**src/rtl/dl_reg_en_arb_pkg.sv**
```systemverilog
// rtl/dl_reg_en_arb_pkg.sv - shared types and grant helpers for the round-robin register arbiter
package dl_arb_pkg;

    localparam int ARB_MAX_REQ = 16;
    localparam int ARB_IDX_W   = 4;

    typedef enum logic {
        ARB_IDLE,
        ARB_LOCKED
    } arb_state_t;

    // Two passes: requesters at or above ptr first, then the wrapped-around ones below it.
    function automatic logic [ARB_MAX_REQ-1:0] rr_pick(
        input logic [ARB_MAX_REQ-1:0] req,
        input logic [ARB_IDX_W-1:0]   ptr,
        input int                     n
    );
        logic [ARB_MAX_REQ-1:0] gnt;
        logic                   found;
        gnt   = '0;
        found = 1'b0;
        for (int j = 0; j < ARB_MAX_REQ; j++) begin
            if (!found && j < n && j >= int'(ptr) && req[j]) begin
                gnt[j] = 1'b1;
                found  = 1'b1;
            end
        end
        for (int j = 0; j < ARB_MAX_REQ; j++) begin
            if (!found && j < n && j < int'(ptr) && req[j]) begin
                gnt[j] = 1'b1;
                found  = 1'b1;
            end
        end
        return gnt;
    endfunction

    function automatic logic [ARB_IDX_W-1:0] onehot2idx(input logic [ARB_MAX_REQ-1:0] oh);
        logic [ARB_IDX_W-1:0] idx;
        idx = '0;
        for (int j = 0; j < ARB_MAX_REQ; j++) begin
            if (oh[j]) begin
                idx = idx | ARB_IDX_W'(j);
            end
        end
        return idx;
    endfunction

endpackage

```
**src/rtl/dl_reg_en_arb_if.sv**
```systemverilog
// rtl/dl_reg_en_arb_if.sv - requester/register bus; lock lane present only with DL_REG_ARB_LOCK_EN
interface dl_reg_en_arb_if #(
    parameter int NUM_BITS = 32,
    parameter int NUM_REQ  = 4
);
    localparam int IDX_W = $clog2(NUM_REQ);

    logic [NUM_REQ-1:0]          req;
    logic [NUM_REQ*NUM_BITS-1:0] wdata;
    logic [NUM_REQ-1:0]          gnt;
    logic [NUM_BITS-1:0]         q;
    logic [IDX_W-1:0]            q_src;
    logic                        q_vld;
`ifdef DL_REG_ARB_LOCK_EN
    logic [NUM_REQ-1:0]          lock;

    modport master (output req, wdata, lock, input gnt, q, q_src, q_vld);
    modport slave  (input req, wdata, lock, output gnt, q, q_src, q_vld);
`else
    modport master (output req, wdata, input gnt, q, q_src, q_vld);
    modport slave  (input req, wdata, output gnt, q, q_src, q_vld);
`endif

endinterface

```
**src/rtl/dl_reg_en_arb_reg.sv**
```systemverilog
// rtl/dl_reg_en_arb_reg.sv - plain enabled register; reset arrives through en/d
module dl_reg_en #(
    parameter int W = 8
) (
    input  logic         i_clk,
    input  logic         i_en,
    input  logic [W-1:0] i_d,
    output logic [W-1:0] o_q
);

    logic [W-1:0] r_q;

    always_ff @(posedge i_clk) begin
        if (i_en) begin
            r_q <= i_d;
        end
    end

    assign o_q = r_q;

endmodule

```
**src/rtl/dl_reg_en_arb_rr.sv**
```systemverilog
// rtl/dl_reg_en_arb_rr.sv - round-robin pointer and grant logic; owner lock under DL_REG_ARB_LOCK_EN
module dl_rr_arb
    import dl_arb_pkg::*;
#(
    parameter  int NUM_REQ = 4,
    localparam int IDX_W   = $clog2(NUM_REQ)
) (
    input  logic               i_clk,
    input  logic               i_rst,
    input  logic [NUM_REQ-1:0] i_req,
`ifdef DL_REG_ARB_LOCK_EN
    input  logic [NUM_REQ-1:0] i_lock,
`endif
    output logic [NUM_REQ-1:0] o_gnt,
    output logic [IDX_W-1:0]   o_gnt_idx
);

    logic [IDX_W-1:0]       r_ptr;
    logic [NUM_REQ-1:0]     w_req;
    logic [NUM_REQ-1:0]     w_gnt;
    logic [ARB_MAX_REQ-1:0] w_req_ext;
    logic [ARB_MAX_REQ-1:0] w_gnt_ext;
    logic [ARB_MAX_REQ-1:0] w_pick;
    logic [ARB_IDX_W-1:0]   w_idx_full;
    logic [IDX_W-1:0]       w_idx;
    logic [IDX_W-1:0]       w_ptr_nxt;

    assign w_req = i_rst ? '0 : i_req;

    always_comb begin
        w_req_ext              = '0;
        w_req_ext[NUM_REQ-1:0] = w_req;
    end

    assign w_pick = rr_pick(w_req_ext, ARB_IDX_W'(r_ptr), NUM_REQ);

`ifdef DL_REG_ARB_LOCK_EN
    arb_state_t       r_state;
    arb_state_t       w_state_nxt;
    logic [IDX_W-1:0] r_owner;
    logic [IDX_W-1:0] w_owner_nxt;
    logic             w_hold;

    // Owner keeps the grant only while both its req and lock stay high; release takes effect this cycle.
    always_comb begin
        w_hold = (r_state == ARB_LOCKED) && w_req[r_owner] && i_lock[r_owner];
        w_gnt  = w_pick[NUM_REQ-1:0];
        if (w_hold) begin
            w_gnt          = '0;
            w_gnt[r_owner] = 1'b1;
        end
    end

    always_comb begin
        w_state_nxt = ARB_IDLE;
        w_owner_nxt = r_owner;
        if (|w_gnt && i_lock[w_idx]) begin
            w_state_nxt = ARB_LOCKED;
            w_owner_nxt = w_idx;
        end
    end

    always_ff @(posedge i_clk) begin
        if (i_rst) begin
            r_state <= ARB_IDLE;
            r_owner <= '0;
        end else begin
            r_state <= w_state_nxt;
            r_owner <= w_owner_nxt;
        end
    end
`else
    assign w_gnt = w_pick[NUM_REQ-1:0];
`endif

    always_comb begin
        w_gnt_ext              = '0;
        w_gnt_ext[NUM_REQ-1:0] = w_gnt;
    end

    assign w_idx_full = onehot2idx(w_gnt_ext);
    assign w_idx      = w_idx_full[IDX_W-1:0];
    assign w_ptr_nxt  = (w_idx == IDX_W'(NUM_REQ - 1)) ? '0 : w_idx + 1'b1;

    // While locked the same index wins every cycle, so ptr stays at owner+1.
    always_ff @(posedge i_clk) begin
        if (i_rst) begin
            r_ptr <= '0;
        end else if (|w_gnt) begin
            r_ptr <= w_ptr_nxt;
        end
    end

    assign o_gnt     = w_gnt;
    assign o_gnt_idx = w_idx;

endmodule

```
**src/rtl/dl_reg_en_arb.sv**
```systemverilog
// rtl/dl_reg_en_arb.sv - round-robin write arbiter for one shared register; lock via DL_REG_ARB_LOCK_EN
module dl_reg_en_arb
    import dl_arb_pkg::*;
#(
    parameter int NUM_BITS = 32,
    parameter int NUM_REQ  = 4
) (
    input logic            clk,
    input logic            rst,
    dl_reg_en_arb_if.slave bus
);

    localparam int IDX_W = $clog2(NUM_REQ);
    localparam int SW    = NUM_BITS + IDX_W + 1;

    logic [NUM_REQ-1:0]  w_gnt;
    logic [IDX_W-1:0]    w_gnt_idx;
    logic [NUM_BITS-1:0] w_lane;
    logic                w_en;
    logic [SW-1:0]       w_d;
    logic [SW-1:0]       w_q;

    dl_rr_arb #(.NUM_REQ(NUM_REQ)) u_arb (
        .i_clk     (clk),
        .i_rst     (rst),
        .i_req     (bus.req),
`ifdef DL_REG_ARB_LOCK_EN
        .i_lock    (bus.lock),
`endif
        .o_gnt     (w_gnt),
        .o_gnt_idx (w_gnt_idx)
    );

    always_comb begin
        w_lane = '0;
        for (int i = 0; i < NUM_REQ; i++) begin
            if (w_gnt[i]) begin
                w_lane = bus.wdata[i*NUM_BITS +: NUM_BITS];
            end
        end
    end

    // q, q_src and q_vld share one storage word; reset loads zero through the enable path.
    assign w_en = (|w_gnt) | rst;
    assign w_d  = rst ? '0 : {1'b1, w_gnt_idx, w_lane};

    dl_reg_en #(.W(SW)) u_reg (
        .i_clk (clk),
        .i_en  (w_en),
        .i_d   (w_d),
        .o_q   (w_q)
    );

    assign bus.gnt   = w_gnt;
    assign bus.q     = w_q[NUM_BITS-1:0];
    assign bus.q_src = w_q[NUM_BITS +: IDX_W];
    assign bus.q_vld = w_q[SW-1];

endmodule

```
**src/flat_wrapper.sv**
```systemverilog
// flat-port wrapper written by rule: the top's interface ports become plain ports
module dl_reg_en_arb_flat import dl_arb_pkg::*;
#(
    parameter int NUM_BITS = 32,
    parameter int NUM_REQ  = 4
)
  (clk, rst, bus_req, bus_wdata, bus_gnt, bus_q, bus_q_src, bus_q_vld);
  dl_reg_en_arb_if #(.NUM_BITS(NUM_BITS), .NUM_REQ(NUM_REQ)) bus_i ();
  input logic clk;
  input logic rst;
  input wire logic [$bits(bus_i.req)-1:0] bus_req;
  input wire logic [$bits(bus_i.wdata)-1:0] bus_wdata;
  output wire logic [$bits(bus_i.gnt)-1:0] bus_gnt;
  output wire logic [$bits(bus_i.q)-1:0] bus_q;
  output wire logic [$bits(bus_i.q_src)-1:0] bus_q_src;
  output wire logic [$bits(bus_i.q_vld)-1:0] bus_q_vld;
  assign bus_i.req = bus_req;
  assign bus_i.wdata = bus_wdata;
  assign bus_gnt = bus_i.gnt;
  assign bus_q = bus_i.q;
  assign bus_q_src = bus_i.q_src;
  assign bus_q_vld = bus_i.q_vld;
  dl_reg_en_arb #(.NUM_BITS(NUM_BITS), .NUM_REQ(NUM_REQ)) u_core (.clk(clk), .rst(rst), .bus(bus_i));
endmodule
```
**config.mk**
```make
export PLATFORM = sky130hd
export DESIGN_NAME = dl_reg_en_arb_flat
export DESIGN_NICKNAME = d
export VERILOG_FILES = /design/src/rtl/dl_reg_en_arb_pkg.sv /design/src/rtl/dl_reg_en_arb_if.sv /design/src/rtl/dl_reg_en_arb_reg.sv /design/src/rtl/dl_reg_en_arb_rr.sv /design/src/rtl/dl_reg_en_arb.sv /design/src/flat_wrapper.sv
export SDC_FILE = /design/constraint.sdc
export NUM_CORES = 1
export LEC_CHECK = 0
export BUFFER_PORTS_ARGS = -buffer_cell sky130_fd_sc_hd__buf_2
export CAP_MARGIN = 20
export CORE_MARGIN = 2
export CORE_UTILIZATION = 35
export DETAILED_ROUTE_END_ITERATION = 10
export PLACE_DENSITY = 0.7
export SLEW_MARGIN = 20
export SYNTH_ARGS = -nofsm -noshare
export SYNTH_HDL_FRONTEND = slang
export SYNTH_HIERARCHICAL = 1
export SYNTH_SLANG_ARGS = --single-unit
```
**constraint.sdc**
```tcl
create_clock -name clk -period 8.5 [get_ports clk]
set_clock_uncertainty 0.2 [all_clocks]
set_input_delay 0.425 -clock clk [delete_from_list [all_inputs] [get_ports clk]]
set_output_delay 0.425 -clock clk [all_outputs]
set_load 0.05 [all_outputs]
```
==> out/summary.txt, run 1 <==
DRT iter0 DRCs = 118
Top FF cell, synth = edfxtp_1
Worst path cell trace = inv_1 > o311ai_1 > a21oi_4 > buf_4 > nor4_1 > nand2_2
CTS sink cnt = 37
Top post-synthesis cells by area = edfxtp_1 43%, a221oi_2 19%, o21ai_0 7.5%, o21ai_1 6.4%, nand2_1 5.0%
Postcts setup bufs = 0
DIE AREA = 7590 um^2
Met3 usage = 3.22%
Worst Reg-to-Reg Cells = 6
Antenna violations before repair = 0
R2r setup slk = 5.23 ns
Met1 GRT Util = 23.2%
Reg2Reg Capture Point = u_core/u_reg/o_q[33]
Final WL = 7670 um
Clock buffer depth = 2
Root Buffer = clkbuf_8
Placed cells = 465
Met2 GRT Util = 35.7%
Layout cells sized above 1 = 57.4%
Top-area cell type share of the netlist area = 43.5%
Fmax = 306 MHz
Status = finished clean
Worst Hold Launch = bus_wdata[110]
Setup tns final = 0 ns
Final Wtd Congestion = 0.842
Die height = 87.1 um
Pre-CTS setup slack = 5.10 ns
Global route hottest layer = met2
Post-CTS Resized = 0
Worst Path Required = 8.14 ns
Die Span X = 87.1 um
Core Region = 6760 um^2
Grt ovf = 0
Hold WS = 0.222 ns
Critical path type = register to register
CP Launch Type = register
Vias in the first global route = 2443
Rel. slew slack = 36.7%
Critical R2R Launch = u_core/u_arb/r_ptr[1]
DRC = 0
Synth warnings = 6
Unique masters post-synth = 35
Largest net degree at the start of global routing = 36
Fin crit share = 38.5%
Pwr dens = 182 nW/um^2
Worst setup path start = u_core/u_arb/r_ptr[1]
Initial core utilization = 35.8%
Total power = 0.000622 W
Max H-tree Level = 2
CTS tree = built
Cell Rows = 30
Worst-Margin Slew = 0.949 ns
Worst min path class = input port to register
Worst path slowest cell = nand2_2
First-pass GRT wire length = 11500 um
Nets = 527
CP Data Arrival Time = 2.91 ns
# diodes = 0
Worst Setup Slack, final = 5.23 ns
Net Count, Synth = 366
VDD IR max = 87.0 uV
DR pass1 iterations = 4
Setup crit end kind = register
Hold buffers post-CTS = 0
Setup crit end = u_core/u_reg/o_q[33]
Async SR Flop Fraction = 0%
Max-cap violations = 0
I/O pin cnt = 173
Via density = 5.31
Vias = 2516
Clk_lat worst skew = 0.28 ns
Area grow syn2layout = 41.7%
Fin. max-slew vios = 0
Pleak = 1.52 nW
Max FO, Critical Path = 35
Synthesized area = 2420 um^2
Number of synthesized register bits = 37
Final Hold Fails = 0
Number of routed nets with antenna violations = 0
Register area share after synthesis = 45.1%
RSZ-0062 raised after global routing = no
PortBufs = 172
Tmin final = 3.27 ns
Yosys top cell by area = edfxtp_1
Fin cells = 474
Clock slew at reported path FFs = 0.07 ns
# setup viols final = 0
Routed len/inst = 16.2 um
Syn Area/Cell = 10.4 um^2
Post-DP HPWL = 5570 um
Post-synth EDFFs = 35
Total CTS buffers = 5
Global-route usage over all layers = 19.4%
Post-Synthesis Cells = 232
Filler cells = 662
Slowest cell delay on critical path = 0.54 ns
[area by class of cell]
cell class	instances	area, um^2	area share [%]
Inverter	5	18.8	0.548
Multi-Input combinational cell	168	1200	35.0
Clock buffer	6	72.6	2.12
Sequential cell	37	1090	31.9
Tap cell	80	100	2.92
Clock inverter	2	33.8	0.986
Timing Repair Buffer	176	911	26.6
[where the power goes]
part / internal [W] / switching, W / leakage, nW
clock network: 0.0000866 / 0.0000601 / 0.0528
registers: 0.000231 / 0.00000830 / 0.395
logic: 0.0000723 / 0.000164 / 1.07
total: 0.000390 / 0.000232 / 1.52
[worst max-delay path, delay by kind of cell (launching register included)]
kind / cells / cell delay (ns)
simple gates: 2 / 0.89
compound gates: 2 / 0.75
flops: 1 / 0.50
buf+inv: 2 / 0.45
[cell usage in the layout, fill, tap and decap left out, types with 3 or more instances in the layout]
master | netlist | layout
edfxtp_1 | 35 | 35
nor2_1 | 5 | 5
nand2_1 | 32 | 31
inv_1 | 5 | 4
buf_2 | 10 | 172
clkbuf_8 | 0 | 5
o21ai_1 | 31 | 31
o21ai_0 | 36 | 36
a221oi_2 | 30 | 30
buf_4 | 1 | 3
a21oi_1 | 4 | 3
nor2b_1 | 5 | 4
[metal layers]
metal  part of all wire (%)  up-vias  wire [um]
li1                       -     1224          -
met3                    6.8       10        524
met1                     43     1155       3260
met4                    1.5        0        115
met5                      0        -          0
met2                     49      127       3770
[Yosys cell counts (2+ instances only)]
| library cell | instances |
|---|---|
| nand2_1 | 32 |
| o21ai_1 | 31 |
| clkbuf_1 | 6 |
| nor2_2 | 2 |
| or2_2 | 2 |
| dfxtp_1 | 2 |
| inv_1 | 5 |
| nor2_1 | 5 |
| a21oi_1 | 4 |
| a221oi_1 | 2 |
| a221oi_2 | 30 |
| nand2b_1 | 2 |
| buf_2 | 10 |
| o21ai_0 | 36 |
| nor2b_1 | 5 |
| edfxtp_1 | 35 |
| buf_6 | 5 |
[state kept, by name, summed over array words and instances (netlist names)]
signal	count
u_core/u_reg/o_q	35
u_core/u_arb/r_ptr	2
[cell families (layout without fill, tap and decap cells)]
group           count (synthesis)  in the layout  share of synthesized area [%]
compound gates                112            112                           37.2
buf+inv                        27            189                           6.42
flops                          37             37                           45.1
simple gates                   56             56                           11.2
[stage by stage]
| stage | instance area (um^2) | utilization [%] |
|---|---|---|
| 2_1_floorplan | 2420 | - |
| 3_3_place_gp | 3290 | 48.6 |
| 3_5_place_dp | 3290 | 48.6 |
| 4_1_cts | 3390 | 50.2 |
| 5_1_grt | 3420 | 50.7 |
| 6_report | 3420 | 50.7 |
[worst min-delay path by stage]
stage                                  endpoint  cells after the start
after global placement    u_core/u_arb/r_ptr[0]                      1
after CTS                   u_core/u_reg/o_q[0]                      3
after floorplan            u_core/u_reg/o_q[34]                      1
after global routing        u_core/u_reg/o_q[0]                      3
final                      u_core/u_reg/o_q[14]                      3
after detailed placement  u_core/u_arb/r_ptr[0]                      1
(Power assumes the default switching activity.)
==> run 2: changes to the inputs <==
- PLACE_DENSITY: 0.7 -> 0.73
- clock period: 8.5 -> 2.8 ns (I/O delays scaled with it)
==> run 2 against run 1 <==
Net effect: final cell count grew 9.7%; fmax grew 27%; clock power grew to 3.3 times the previous value; non-clock buffer count grew 44; critical path type unchanged.
==> out/summary.txt, run 2 (synthesized netlist as in run 1, its figures left out) <==
Status = finished clean
RSZ-0062 raised after global routing = no
Clock slew at reported path FFs = 0.07 ns
Fmax = 388 MHz
Via density = 5.37
Final Hold Fails = 0
Max reg flops = 35
DRC = 0
DIE AREA = 7590 um^2
Worst Path Required = 2.73 ns
Area grow syn2layout = 61.0%
Setup crit end kind = register
Rel. slew slack = 54.6%
Tmin final = 2.58 ns
Vias in the first global route = 2835
DRT iter0 DRCs = 159
Clock buffer depth = 2
Initial core utilization = 35.8%
Core Region = 6760 um^2
Pwr dens = 511 nW/um^2
CP Launch Type = register
Final Wtd Congestion = 0.862
Setup crit end = u_core/u_reg/o_q[7]
Critical R2R Launch = u_core/u_arb/r_ptr[1]
Max H-tree Level = 2
Grt ovf = 0
Critical path type = register to register
Global-route usage over all layers = 21.9%
CTS sink cnt = 37
# diodes = 0
Worst-Margin Slew = 0.679 ns
Root Buffer = clkbuf_8
Pleak = 1.72 nW
CTS tree = built
Reg2Reg Capture Point = u_core/u_reg/o_q[7]
Total CTS buffers = 5
Filler cells = 594
CP Data Arrival Time = 2.51 ns
First-pass GRT wire length = 12900 um
Routed len/inst = 17.2 um
I/O pin cnt = 173
Fin crit share = 92.2%
Commonest cells after routing, fill and taps aside = 172 x buf_2, 37 x dlygate4sd3_1, 36 x o21ai_0
Cell Rows = 30
Fin util = 57.6%
Number of routed nets with antenna violations = 0
PortBufs = 172
Worst setup path start = u_core/u_arb/r_ptr[1]
Fin. max-slew vios = 0
Commonest non-fill, non-tap cell in the layout = buf_2
VDD IR max = 270 uV
Final WL = 8950 um
Worst min path class = input port to register
Die Span X = 87.1 um
Max-cap violations = 0
Die height = 87.1 um
Layout cells sized above 1 = 54.1%
R2r setup slk = 0.22 ns
Antenna violations before repair = 1
Clk_lat worst skew = 0.28 ns
# setup viols final = 0
Max FO, Critical Path = 20
DR pass1 iterations = 5
Worst Reg-to-Reg Cells = 8
Setup tns final = 0 ns
Vias = 2794
Largest net degree at the start of global routing = 36
Post-DP HPWL = 5690 um
Nets = 573
run 2: changes by cell type in the layout (fill, tap and decap cells not counted), moves of 2 or more:
cell           change
dlygate4sd3_1     +37
clkinvlp_4         +2
buf_4              +7
nand2_4            +2
run 2: metal layers:
| metal | track usage [%] | up-vias | wire, um |
|---|---|---|---|
| met3 | 4.93 | 23 | 829 |
| li1 | - | 1311 | - |
| met5 | 0 | - | 13 |
| met4 | 9.09 | 2 | 204 |
| met1 | 24.1 | 1290 | 3340 |
| met2 | 40.4 | 168 | 4570 |
run 2: worst min-delay path by stage:
stage                     depth (start not counted)                    end  slack [ns]      startpoint
after CTS                                         3   u_core/u_reg/o_q[22]      0.0001   bus_wdata[22]
after detailed placement                          3   u_core/u_reg/o_q[22]        0.23  bus_wdata[118]
after global routing                              3   u_core/u_reg/o_q[14]        0.03   bus_wdata[14]
after global placement                            3    u_core/u_reg/o_q[0]        0.22   bus_wdata[96]
after floorplan                                   2  u_core/u_arb/r_ptr[0]        0.11             rst
final                                             3   u_core/u_reg/o_q[29]        0.01   bus_wdata[93]
run 2: worst max-delay path, cell delays in order, from the launching register on:
cell,delay (ns)
dfxtp_1,0.51
nand2b_4,0.19
a21oi_2,0.09
o32a_2,0.38
nor2_2,0.25
nor2b_4,0.29
buf_12,0.22
a221oi_2,0.08
o21ai_1,0.19
run 2: power by group:
group          leakage (nW)  total, W  internal (W)  switching, W
sequential            0.395  0.000725      0.000699     0.0000256
combinational          1.27  0.000787      0.000264      0.000523
clock                0.0585  0.000478      0.000290      0.000187
total                  1.72   0.00199       0.00125      0.000736
run 2: cell type report:
cell class | count | area [um^2] | share of cell area [%]
Timing Repair Buffer | 220 | 1330 | 34.1
Multi-Input combinational cell | 169 | 1230 | 31.6
Sequential cell | 37 | 1090 | 28.0
Tap cell | 80 | 100 | 2.57
Clock buffer | 7 | 86.3 | 2.22
Clock inverter | 1 | 30.0 | 0.771
Inverter | 5 | 22.5 | 0.579
Timing Repair inverter | 1 | 7.51 | 0.193
run 2: what timing repair did:
| item | in CTS | in global routing |
|---|---|---|
| resized for setup | 0 | 5 |
| hold buffers | 37 | 0 |
| buffers inserted | 0 | 2 |
| endpoints found under the setup margin | 0 | 65 |
| endpoints found under the hold margin | 32 | 0 |
run 2: metrics by stage:
| stage | power (W) | std cells | worst slack (ns) | area, um^2 | hold slack, ns |
|---|---|---|---|---|---|
| global placement | 0.00145 | 471 | 0.185 | 3350 | 0.225 |
| detailed placement | 0.00146 | 471 | 0.0727 | 3350 | 0.228 |
| global route | 0.00207 | 520 | 0.127 | 3890 | 0.0266 |
| finish | 0.00199 | 520 | 0.219 | 3890 | 0.0115 |
| floorplan | 0.00123 | 232 | 0.0742 | 2430 | 0.114 |
| CTS | 0.00198 | 516 | 0.0644 | 3830 | 0.000120 |
